$ cat config.mk
export PLATFORM = sky130hd
export DESIGN_NAME = dmem_access_unit
export DESIGN_NICKNAME = d
export VERILOG_FILES = /design/src/rtl/dmem_access_unit.sv
export SDC_FILE = /design/constraint.sdc
export NUM_CORES = 1
export LEC_CHECK = 0
export ABC_AREA = 1
export ABC_CLOCK_PERIOD_IN_PS = 9700
export CORE_MARGIN = 4
export CORE_UTILIZATION = 32
export DETAILED_ROUTE_END_ITERATION = 8
export GPL_TIMING_DRIVEN = 0
export RECOVER_POWER = 25
export SLEW_MARGIN = 15
export SYNTH_ARGS = -nofsm -noshare
export SYNTH_HDL_FRONTEND = slang
export SYNTH_SLANG_ARGS = --single-unit
$ cat constraint.sdc
create_clock -name clk -period 9.7 [get_ports clk]
set_clock_uncertainty 0.1 [all_clocks]
set_input_delay 1.94 -clock clk [delete_from_list [all_inputs] [get_ports clk]]
set_output_delay 1.94 -clock clk [all_outputs]
set_load 0.02 [all_outputs]
$ cat src/rtl/dmem_access_unit.sv
// dmem_access_unit: MEM-stage data-memory responder for the RV32I core.
// Steers store bytes onto the 32-bit bus, checks size/alignment, runs a
// req/ack bus transaction while stalling the pipeline, and sign/zero
// extends load data.
// Optional feature: define DMEM_TIMEOUT_EN to abort a transaction that
// has not been acknowledged after TIMEOUT cycles in REQ.
module dmem_access_unit #(
    parameter int unsigned TIMEOUT = 255
) (
    input  logic        clk,
    input  logic        rst,
    input  logic        MemRead,
    input  logic        MemWrite,
    input  logic [2:0]  RW_type,
    input  logic [31:0] addr,
    input  logic [31:0] wdata,
    output logic [31:0] rdata,
    output logic        stall,
    output logic        err,
    output logic        bus_req,
    output logic        bus_we,
    output logic [31:0] bus_addr,
    output logic [3:0]  bus_be,
    output logic [31:0] bus_wdata,
    input  logic        bus_ack,
    input  logic [31:0] bus_rdata
);

    typedef enum logic [1:0] {IDLE, REQ, DONE} state_t;

    state_t      state_q, state_d;
    logic        bus_req_q, bus_req_d;
    logic        bus_we_q, bus_we_d;
    logic [31:0] bus_addr_q, bus_addr_d;
    logic [3:0]  bus_be_q, bus_be_d;
    logic [31:0] bus_wdata_q, bus_wdata_d;
    logic [31:0] rdata_q, rdata_d;
    logic        err_q, err_d;
    logic [2:0]  func_q, func_d;   // load type kept for extraction
    logic [1:0]  off_q, off_d;     // byte offset kept for lane select

    logic        access, illegal, misaligned, legal;
    logic [3:0]  be_c;
    logic [31:0] wdata_c;
    logic [31:0] load_ext;
    logic [7:0]  lane_b;
    logic [15:0] lane_h;
    logic        timeout_hit;

`ifdef DMEM_TIMEOUT_EN
    localparam logic [7:0] TMO = 8'(TIMEOUT);
    logic [7:0] cnt_q, cnt_d;
    // Abort once this REQ cycle would be the TIMEOUT-th without ack.
    assign timeout_hit = ((cnt_q + 8'd1) == TMO);
`else
    assign timeout_hit = 1'b0;
`endif

    assign access = MemRead | MemWrite;

    // Decode legality; a store wins when both requests are raised.
    always_comb begin
        illegal    = 1'b0;
        misaligned = 1'b0;
        if (MemWrite) illegal = RW_type[2] | (RW_type == 3'b011);
        else          illegal = (RW_type == 3'b011) | (RW_type[2:1] == 2'b11);
        misaligned = ((RW_type[1:0] == 2'b01) & addr[0]) |
                     ((RW_type[1:0] == 2'b10) & (|addr[1:0]));
        legal = ~illegal & ~misaligned;
    end

    // Byte enables and lane-replicated store data by access size.
    always_comb begin
        be_c    = 4'b1111;
        wdata_c = wdata;
        case (RW_type[1:0])
            2'b00: begin
                be_c    = 4'b0001 << addr[1:0];
                wdata_c = {4{wdata[7:0]}};
            end
            2'b01: begin
                be_c    = addr[1] ? 4'b1100 : 4'b0011;
                wdata_c = {2{wdata[15:0]}};
            end
            default: begin
                be_c    = 4'b1111;
                wdata_c = wdata;
            end
        endcase
    end

    // Lane select and extension of the returned read word.
    always_comb begin
        lane_b   = bus_rdata[{off_q, 3'b000} +: 8];
        lane_h   = off_q[1] ? bus_rdata[31:16] : bus_rdata[15:0];
        load_ext = bus_rdata;
        case (func_q)
            3'b000:  load_ext = {{24{lane_b[7]}}, lane_b};
            3'b001:  load_ext = {{16{lane_h[15]}}, lane_h};
            3'b100:  load_ext = {24'd0, lane_b};
            3'b101:  load_ext = {16'd0, lane_h};
            default: load_ext = bus_rdata;
        endcase
    end

    // Next-state and register-update logic for the IDLE/REQ/DONE FSM.
    always_comb begin
        state_d     = state_q;
        bus_req_d   = bus_req_q;
        bus_we_d    = bus_we_q;
        bus_addr_d  = bus_addr_q;
        bus_be_d    = bus_be_q;
        bus_wdata_d = bus_wdata_q;
        rdata_d     = rdata_q;
        err_d       = 1'b0;
        func_d      = func_q;
        off_d       = off_q;
`ifdef DMEM_TIMEOUT_EN
        cnt_d       = cnt_q;
`endif
        case (state_q)
            IDLE: begin
                if (access) begin
                    if (legal) begin
                        bus_req_d   = 1'b1;
                        bus_we_d    = MemWrite;
                        bus_addr_d  = {addr[31:2], 2'b00};
                        bus_be_d    = be_c;
                        bus_wdata_d = wdata_c;
                        func_d      = RW_type;
                        off_d       = addr[1:0];
`ifdef DMEM_TIMEOUT_EN
                        cnt_d       = 8'd0;
`endif
                        state_d     = REQ;
                    end else begin
                        err_d   = 1'b1;
                        rdata_d = 32'd0;
                        state_d = DONE;
                    end
                end
            end
            REQ: begin
                if (bus_ack) begin
                    bus_req_d = 1'b0;
                    if (!bus_we_q) rdata_d = load_ext;
                    state_d = DONE;
                end else if (timeout_hit) begin
                    bus_req_d = 1'b0;
                    err_d     = 1'b1;
                    rdata_d   = 32'd0;
                    state_d   = DONE;
                end else begin
`ifdef DMEM_TIMEOUT_EN
                    cnt_d = cnt_q + 8'd1;
`endif
                end
            end
            DONE:    state_d = IDLE;
            default: state_d = IDLE;
        endcase
    end

    // State and output registers, all cleared by async reset.
    always_ff @(posedge clk or posedge rst) begin
        if (rst) begin
            state_q     <= IDLE;
            bus_req_q   <= 1'b0;
            bus_we_q    <= 1'b0;
            bus_addr_q  <= 32'd0;
            bus_be_q    <= 4'd0;
            bus_wdata_q <= 32'd0;
            rdata_q     <= 32'd0;
            err_q       <= 1'b0;
            func_q      <= 3'd0;
            off_q       <= 2'd0;
        end else begin
            state_q     <= state_d;
            bus_req_q   <= bus_req_d;
            bus_we_q    <= bus_we_d;
            bus_addr_q  <= bus_addr_d;
            bus_be_q    <= bus_be_d;
            bus_wdata_q <= bus_wdata_d;
            rdata_q     <= rdata_d;
            err_q       <= err_d;
            func_q      <= func_d;
            off_q       <= off_d;
        end
    end

`ifdef DMEM_TIMEOUT_EN
    // REQ wait counter.
    always_ff @(posedge clk or posedge rst) begin
        if (rst) cnt_q <= 8'd0;
        else     cnt_q <= cnt_d;
    end
`endif

    assign stall     = ((state_q == IDLE) & access & legal) | (state_q == REQ);
    assign err       = err_q;
    assign rdata     = rdata_q;
    assign bus_req   = bus_req_q;
    assign bus_we    = bus_we_q;
    assign bus_addr  = bus_addr_q;
    assign bus_be    = bus_be_q;
    assign bus_wdata = bus_wdata_q;

endmodule
Yosys cells after proc, flatten, opt, wreduce, memory -nomap -nowiden
Index checks and enable logic that the tools add are counted.

Equal/unequal tests: 13. Shifts and indexed selects: 2. Multiplexer cells: 22. Bitwise logic cells: 12. Reductions and logical operators: 9.

Operator list (count): 32-bit 2-to-1 mux (4); 32-bit case mux with 2 select lines (2); 32-bit case mux with 4 select lines (1); 32-bit by 6-bit variable part select with 8-bit output (1); 16-bit 2-to-1 mux (1); 2-bit inequality test (second input constant) (5); 4-bit case mux with 2 select lines (1); 1-bit 2-to-1 mux (7); 3-bit equality test (second input constant) (2); 2-bit 2-to-1 mux (3); 1-bit bitwise AND (5); 1-bit OR (5); 5-bit AND reduction (1); 2-bit by 1-bit equality test with 1-bit output (second input constant) (2); 2-bit equality test (second input constant) (2); 2-bit zero test (2); 4-bit 2-to-1 mux (1); 2-bit case mux with 2 select lines (1); 4-bit AND reduction (1); 1-bit by 2-bit left shift with 4-bit output (first input constant) (1); 3-bit by 1-bit equality test with 1-bit output (second input constant) (1); 3-bit by 2-bit equality test with 1-bit output (second input constant) (1); 3-bit zero test (1); 3-bit AND reduction (1); other kinds (5) (6).

Register bits: 108. Input bits: 104. Output and inout port bits: 104. Logic and storage cells: 68.

Logic depth before layout (Yosys ltp)
Gate-level depths: netlist of the first run.

Word-level depth: 8. Depth in mapped cells: 10. Depth with buffers taken out: 8.

Worst setup path before layout of the first run
Ideal clock, no wire load.

Path type: input-to-output. From: input port addr[0]. To: output port stall. Arrival time: 2.887 ns. Required time: 7.660 ns. Path slack: 4.773 ns. Cell stages on the path: 9. Buffers on the path: 2. Cells stage by stage: nor2_1 -> nand2_1 -> nand2_2 -> nand2_4 -> nor2_8 -> inv_2 -> buf_6 -> buf_4 -> nand2_1.

Longest elaborated chain between the ends: 7. Elaborated cells on any way between the ends: 8. Classes of those cells: bitwise: 7; reduce/logical: 1.

Ends and longest elaborated chain: start: declaration (RTL line 15) `input logic [31:0] addr,`; 2-bit OR reduction (RTL line 68) `((RW_type[1:0] == 2'b10) & (|addr[1:0]));`; 1-bit bitwise AND (RTL line 68); 1-bit OR * (RTL line 67) `misaligned = ((RW_type[1:0] == 2'b01) & addr[0]) |`; 1-bit NOT * (RTL line 69) `legal = ~illegal & ~misaligned;`; 1-bit bitwise AND * (RTL line 69); 1-bit bitwise AND * (RTL line 199) `assign stall = ((state_q == IDLE) & access & legal) | (state_q == REQ);`; 1-bit OR * (RTL line 199); end: declaration (RTL line 18) `output logic stall,`.

Every way passes the cells marked *; elsewhere a longest branch is shown, timed or not.

Worst setup path in the final report of the first run
From: input port RW_type[0]. To: output port stall.

Longest elaborated chain between the ends: 7. Elaborated cells on any way between the ends: 14. Classes of those cells: eq/ne: 3; mux: 1; bitwise: 10.

Ends and longest elaborated chain: start: declaration (RTL line 14) `input logic [2:0] RW_type,`; 3-bit by 2-bit equality test with 1-bit output, or another cell as far along (RTL line 65, 66); 1-bit OR, or another cell as far along (RTL line 66) `else illegal = (RW_type == 3'b011) | (RW_type[2:1] == 2'b11);`; 1-bit 2-to-1 mux / 1-bit OR (equally long branches) (RTL line 65, 67); 1-bit NOT (RTL line 69); 1-bit bitwise AND * (RTL line 69); 1-bit bitwise AND * (RTL line 199); 1-bit OR * (RTL line 199).

Marked as above.

==> run metrics, run 1 <==
Reg power frac 0.322; peak supply drop 0.1267 mV; worst hold path class flip-flop to flip-flop; Pint 1.397 mW; Seq/Total Area, Yosys 0.5165; full die area 0.01846 mm^2; Post-route DRC 0; outcome finished, violations left; total chip power 2.432 mW; most frequent cells in the layout nand2_1 (318), clkdlybuf4s50_1 (204), dfrtp_1 (108); largest net degree at the start of global routing 66; Core Util, Final 0.4920; Worst setup EP type output port; total grt overflow 0; Die W 135.9 um; Gate power share 0.532; Power Density 310.0 mW/mm^2; # nets final 1016; ant diodes 0; Synth warnings 0; H-tree depth 3; total number of vias 5164; # IOs 208; Period minus WS final 6.210 ns; flop2flop setup slack 7.83 ns; vias in the first global route 5174; Clk pwr share 0.146; maxcap violations 2; multi-input logic area 0.002171 mm^2; FF-to-FF Start state_q[0]; synth unique cells 24; f_max 161.0 MHz; fraction of layout cells with a size suffix above 1 0.05234; Via-to-Cell Ratio 4.558; area grow syn2layout 49.90%; Hold Slack 0.3718 ns; Mapped Cells 694; Syn Area/Cell 7.540 um^2; Post-Synthesis Cell Area 0.005233 mm^2; fillers 1641; Setup crit end stall; Final GP Congestion 0.8585; DPL Wire Length 13.07 mm; port bufs 205; sw power 1.035 mW; Least-Margin Pin Slew 2.917 ns; WP data required 7.66 ns; FF+latch area 0.002703 mm^2; final setup TNS 0 ns; Final Hold Fails 0; Setup CP Type input port to output port; Data arrival, critical path 4.17 ns; CP startpoint RW_type[0]; initial antenna violation count 0; Slew headroom -0.9551; core area 0.01594 mm^2; Sink Count 108; first-pass GRT wire length 27.43 mm; CTS Root Cell clkbuf_16; count of hold-fix buffers inserted at cts 0; Worst-path clk slew 0.07 ns; Final Setup Violations 0; RSZ-0062 raised after global routing no; CTS tree yes; routed length per instance 15.30 um; Total Routing Usage GR 0.1917; Clk Latency, worst-skew pair 0.35 ns; Chip Height 135.9 um; post-CTS setup buffer count 0; cts repair resizes 0; CP startpoint kind input port; ANT nets after route 0; P_leak 3.744 nW; max-slew violations 111; clk buf depth 2; Total Wirelength 17.34 mm; most common cell after layout, fill and taps aside nand2_1; switch share 0.4256; Initial Utilization 0.3282; Synth Register Bits 108; R2R Path End bus_addr[24]; drt first-iter violations 260; worst r2r path cells 6; TritonCTS buffer count 9; CP Max Fanout 10; failing checks max-capacitance violations, max-slew violations; DRT Pass-1 Iters 4; Rows 46; final worst-path cycle share 0.6403
==> cells in the mapped netlist (all sizes together) <==
| cell type | instances | area, um^2 |
|---|---|---|
| nand2 | 323 | 1230 |
| dfrtp | 108 | 2703 |
| o21ai | 97 | 485.5 |
| inv | 41 | 153.9 |
| nor2 | 33 | 156.4 |
| a21oi | 27 | 135.1 |
| buf | 26 | 167.7 |
| nand3 | 14 | 70.07 |
| clkbuf | 11 | 41.29 |
| and2 | 7 | 43.79 |
| nor3 | 2 | 10.01 |
| a211oi | 1 | 7.510 |
| conb | 1 | 3.750 |
| nand3b | 1 | 7.510 |
| o211a | 1 | 10.01 |
| o21a | 1 | 7.510 |
==> layer usage <==
metal | wire (um) | global-route usage | share of wire | up-vias
li1 | - | - | - | 2618
met1 | 7570 | 0.2501 | 0.44 | 2351
met2 | 7660 | 0.2934 | 0.44 | 181
met3 | 1877 | 0.08068 | 0.11 | 14
met4 | 230 | 0.05375 | 0.013 | 0
met5 | 0 | 0 | 0 | -
==> flip-flops by register name, summed over array words and instances, names as in the netlist <==
| register | flops |
|---|---|
| func_q | 3 |
| bus_req | 1 |
| bus_addr | 30 |
| bus_wdata | 32 |
| off_q | 2 |
| rdata | 32 |
| state_q | 2 |
| bus_be | 4 |
| err | 1 |
| bus_we | 1 |
==> worst max-delay path, stage by stage <==
cell and delay, ns:
clkdlybuf4s50_1 0.60, inv_2 0.11, nor2_8 0.19, nand2_2 0.12
nand2_4 0.11, nor2_8 0.06, inv_2 0.08, buf_6 0.15
buf_4 0.18, nand2_1 0.06, clkdlybuf4s50_1 0.56
==> how the worst min path moves through the flow <==
stage | start | to | slack [ns] | cells past startpoint
after detailed placement | bus_addr[8] | bus_addr[8] | 0.36 | 2
final | bus_addr[11] | bus_addr[11] | 0.37 | 2
after floorplan | func_q[2] | func_q[2] | 0.39 | 2
after global placement | bus_addr[29] | bus_addr[29] | 0.35 | 2
after CTS | bus_wdata[23] | bus_wdata[23] | 0.38 | 2
after global routing | rdata[28] | rdata[28] | 0.40 | 2
==> final cells by class <==
| class | count | share of cell area |
|---|---|---|
| Sequential cell | 108 | 0.3446 |
| Clock inverter | 5 | 0.004785 |
| Clock buffer | 11 | 0.03095 |
| Timing Repair Buffer | 206 | 0.2621 |
| Tap cell | 216 | 0.03446 |
| Buffer | 37 | 0.02664 |
| Multi-Input combinational cell | 509 | 0.2768 |
| Inverter | 41 | 0.01978 |
==> power groups by stage <==
stage	registers [mW]	logic [mW]	clock network, mW
after floorplan	1.02	0.446	0
after global placement	0.785	1.30	0
after detailed placement	0.784	1.31	0
after CTS	0.783	1.31	0.366
after global routing	0.815	1.42	0.380
final	0.782	1.29	0.355
==> metrics by stage <==
stage	instances	instance area (um^2)	worst slack, ns
after floorplan	695	5236	4.773
after global placement	1116	7559	2.957
after detailed placement	1117	7591	3.447
after CTS	1133	7871	3.445
after global routing	1133	7844	2.609
final	1133	7844	3.490
==> cells by family (layout without fill, tap and decap cells) <==
| kind of cell | count (synthesis) | after routing | share of synthesized area |
|---|---|---|---|
| and+or+nand+nor | 380 | 380 | 0.2901 |
| AOI/OAI and AO/OA | 127 | 127 | 0.1234 |
| other | 1 | 2 | 0.0007167 |
| DFF | 108 | 108 | 0.5165 |
| buffers and inverters | 78 | 300 | 0.06934 |
Power figures use the tool's default switching activity.
==> inputs of run 2 (changes only) <==
ABC_CLOCK_PERIOD_IN_PS = 6000   (was 9700)
clock period = 6 ns   (was 9.7 ns; I/O delays follow)
==> run 2 against run 1 <==
The flow still finishes with violations (max-capacitance violations, max-slew violations). Combinational power up 63%. First-iteration DRC count grew 1.2%. Worst hold slack lost 0.00052 ns. Final area grew 0.30%. Cell count unchanged. Flip-flop and latch count is the same. Worst setup slack worse by 2.2 ns. Total power rose by 62%.
==> run metrics, run 2 (synthesis results as in run 1) <==
TritonCTS buffer count 9 (unchanged); Final GP Congestion 0.8585 (unchanged); WP data required 4.70 ns (was 7.66 ns); post-CTS setup buffer count 0 (unchanged); Max stage delay on crit path 0.61 ns (was 0.60 ns); CP startpoint kind input port (unchanged); met1 GRT Util 0.2501 (unchanged); worst hold path class flip-flop to flip-flop (unchanged); total chip power 3.931 mW (was 2.432 mW); total grt overflow 0 (unchanged); most common cell after layout, fill and taps aside nand2_1 (unchanged); initial antenna violation count 0 (unchanged); Pint 2.260 mW (was 1.397 mW); Total Wirelength 17.34 mm (about the same); Hold Crit Depth 2 (unchanged); Chip Height 135.9 um (unchanged); Final Hold Fails 0 (unchanged); area grow syn2layout 50.36% (was 49.90%); Core Util, Final 0.4935 (was 0.4920); global-route met2 utilization 0.2934 (unchanged); CP Max Fanout 10 (unchanged); routed length per instance 15.30 um (about the same); P_leak 3.756 nW (was 3.744 nW); max-slew violations 65 (was 111); final instance area 0.007868 mm^2 (was 0.007844 mm^2); ant diodes 0 (unchanged); Least-Margin Pin Slew 3.023 ns (was 2.917 ns); Final Setup Violations 0 (unchanged); final setup TNS 0 ns (unchanged); Reg power frac 0.322 (about the same); Clk Latency, worst-skew pair 0.35 ns (about the same); H-tree depth 3 (unchanged); maxcap violations 1 (was 2); CTS Root Cell clkbuf_16 (unchanged); Setup CP Type input port to output port (unchanged); first-pass GRT wire length 27.43 mm (unchanged); Worst-path clk slew 0.07 ns (about the same); ANT nets after route 0 (unchanged); Total Routing Usage GR 0.1917 (unchanged); Sink Count 108 (unchanged); RSZ-0062 raised after global routing no (unchanged); CTS tree yes (unchanged); sw power 1.671 mW (was 1.035 mW); # nets final 1016 (unchanged); crit-path cells clkdlybuf4s50_1 > inv_2 > nor2_8 > nand2_2 > nand2_4 > nor2_8 > inv_2 > buf_6 > buf_4 > nand2_1 > clkdlybuf4s50_1 (unchanged); most frequent cells in the layout nand2_1 (318), clkdlybuf4s50_1 (204), dfrtp_1 (108) (unchanged); grt peak-use layer met2 (unchanged); Data arrival, critical path 3.43 ns (was 4.17 ns); port bufs 205 (unchanged); DPL Wire Length 13.07 mm (unchanged); worst r2r path cells 8 (was 6); Clk pwr share 0.145 (was 0.146); Power Density 499.6 mW/mm^2 (was 310.0 mW/mm^2); failing checks max-capacitance violations, max-slew violations (unchanged); final worst-path cycle share 0.7879; DRT Pass-1 Iters 5 (was 4); Hold Slack 0.3713 ns (was 0.3718 ns); Via-to-Cell Ratio 4.571 (was 4.558); Rows 46 (unchanged); Slew headroom -1.026 (was -0.9551); Initial Utilization 0.3282 (unchanged); outcome finished, violations left (unchanged); slowest CP cell clkdlybuf4s50_1 (unchanged); Period minus WS final 4.727 ns; Die W 135.9 um (unchanged); GRT met3 Usage 0.08068 (unchanged); switch share 0.4251 (was 0.4256); largest net degree at the start of global routing 66 (unchanged); f_max 211.5 MHz; total number of vias 5179 (was 5164); vias in the first global route 5174 (unchanged); dpl cell area 0.007591 mm^2 (unchanged); Gate power share 0.533 (was 0.532); drt first-iter violations 263 (was 260); peak supply drop 0.2048 mV (was 0.1267 mV); core area 0.01594 mm^2 (unchanged); clk buf depth 2 (unchanged); # IOs 208 (unchanged); Post-route DRC 0 (unchanged); count of hold-fix buffers inserted at cts 0 (unchanged); Worst setup EP type output port (unchanged); full die area 0.01846 mm^2 (unchanged); fraction of layout cells with a size suffix above 1 0.05344 (was 0.05234); cts repair resizes 0 (unchanged)
-- run 2: power by group through the flow --
| stage | Clock, mW | Sequential (mW) | Combinational (mW) |
|---|---|---|---|
| after detailed placement | 0 | 1.27 | 2.12 |
| after floorplan | 0 | 1.65 | 0.721 |
| after global routing | 0.614 | 1.32 | 2.30 |
| final | 0.571 | 1.26 | 2.10 |
| after CTS | 0.591 | 1.27 | 2.12 |
| after global placement | 0 | 1.27 | 2.10 |
-- run 2: worst paths after layout --
path / startpoint / endpoint / slack [ns]
max: RW_type[0] / stall / 1.27
max in group asynchronous: rst / rdata[16] / 2.38
max reg2reg: state_q[1] / rdata[27] / 4.12
min in group asynchronous: rst / bus_addr[23] / 2.06
min: bus_addr[30] / bus_addr[30] / 0.37
min reg2reg: bus_addr[30] / bus_addr[30] / 0.37
-- run 2: final cells by class --
cell class / count / area (um^2)
plain buffers: 37 / 209.0
fillers: 1637 / 8075
well taps: 216 / 270.3
inverters: 41 / 155.1
multi-input cells: 509 / 2171
clock inverters: 5 / 37.54
repair buffers: 206 / 2079
flip-flops and latches: 108 / 2703
clock buffers: 11 / 242.7
-- run 2: stage by stage --
step           worst slack, ns  instances
3_5_place_dp             1.227       1117
6_report                 1.273       1133
4_1_cts                  1.225       1133
5_1_grt                  1.071       1133
2_1_floorplan            1.854        695
3_3_place_gp         -0.002603       1116
-- run 2: worst max-delay path: cells and delay by family --
family	cells	cell delay, ns
buf+inv	6	1.69
simple gates	5	0.53
-- run 2: routing by layer --
| layer | vias to the layer above | routed length (um) |
|---|---|---|
| li1 | 2617 | - |
| met1 | 2350 | 7448 |
| met2 | 198 | 7694 |
| met3 | 14 | 1966 |
| met4 | 0 | 230 |
| met5 | - | 0 |
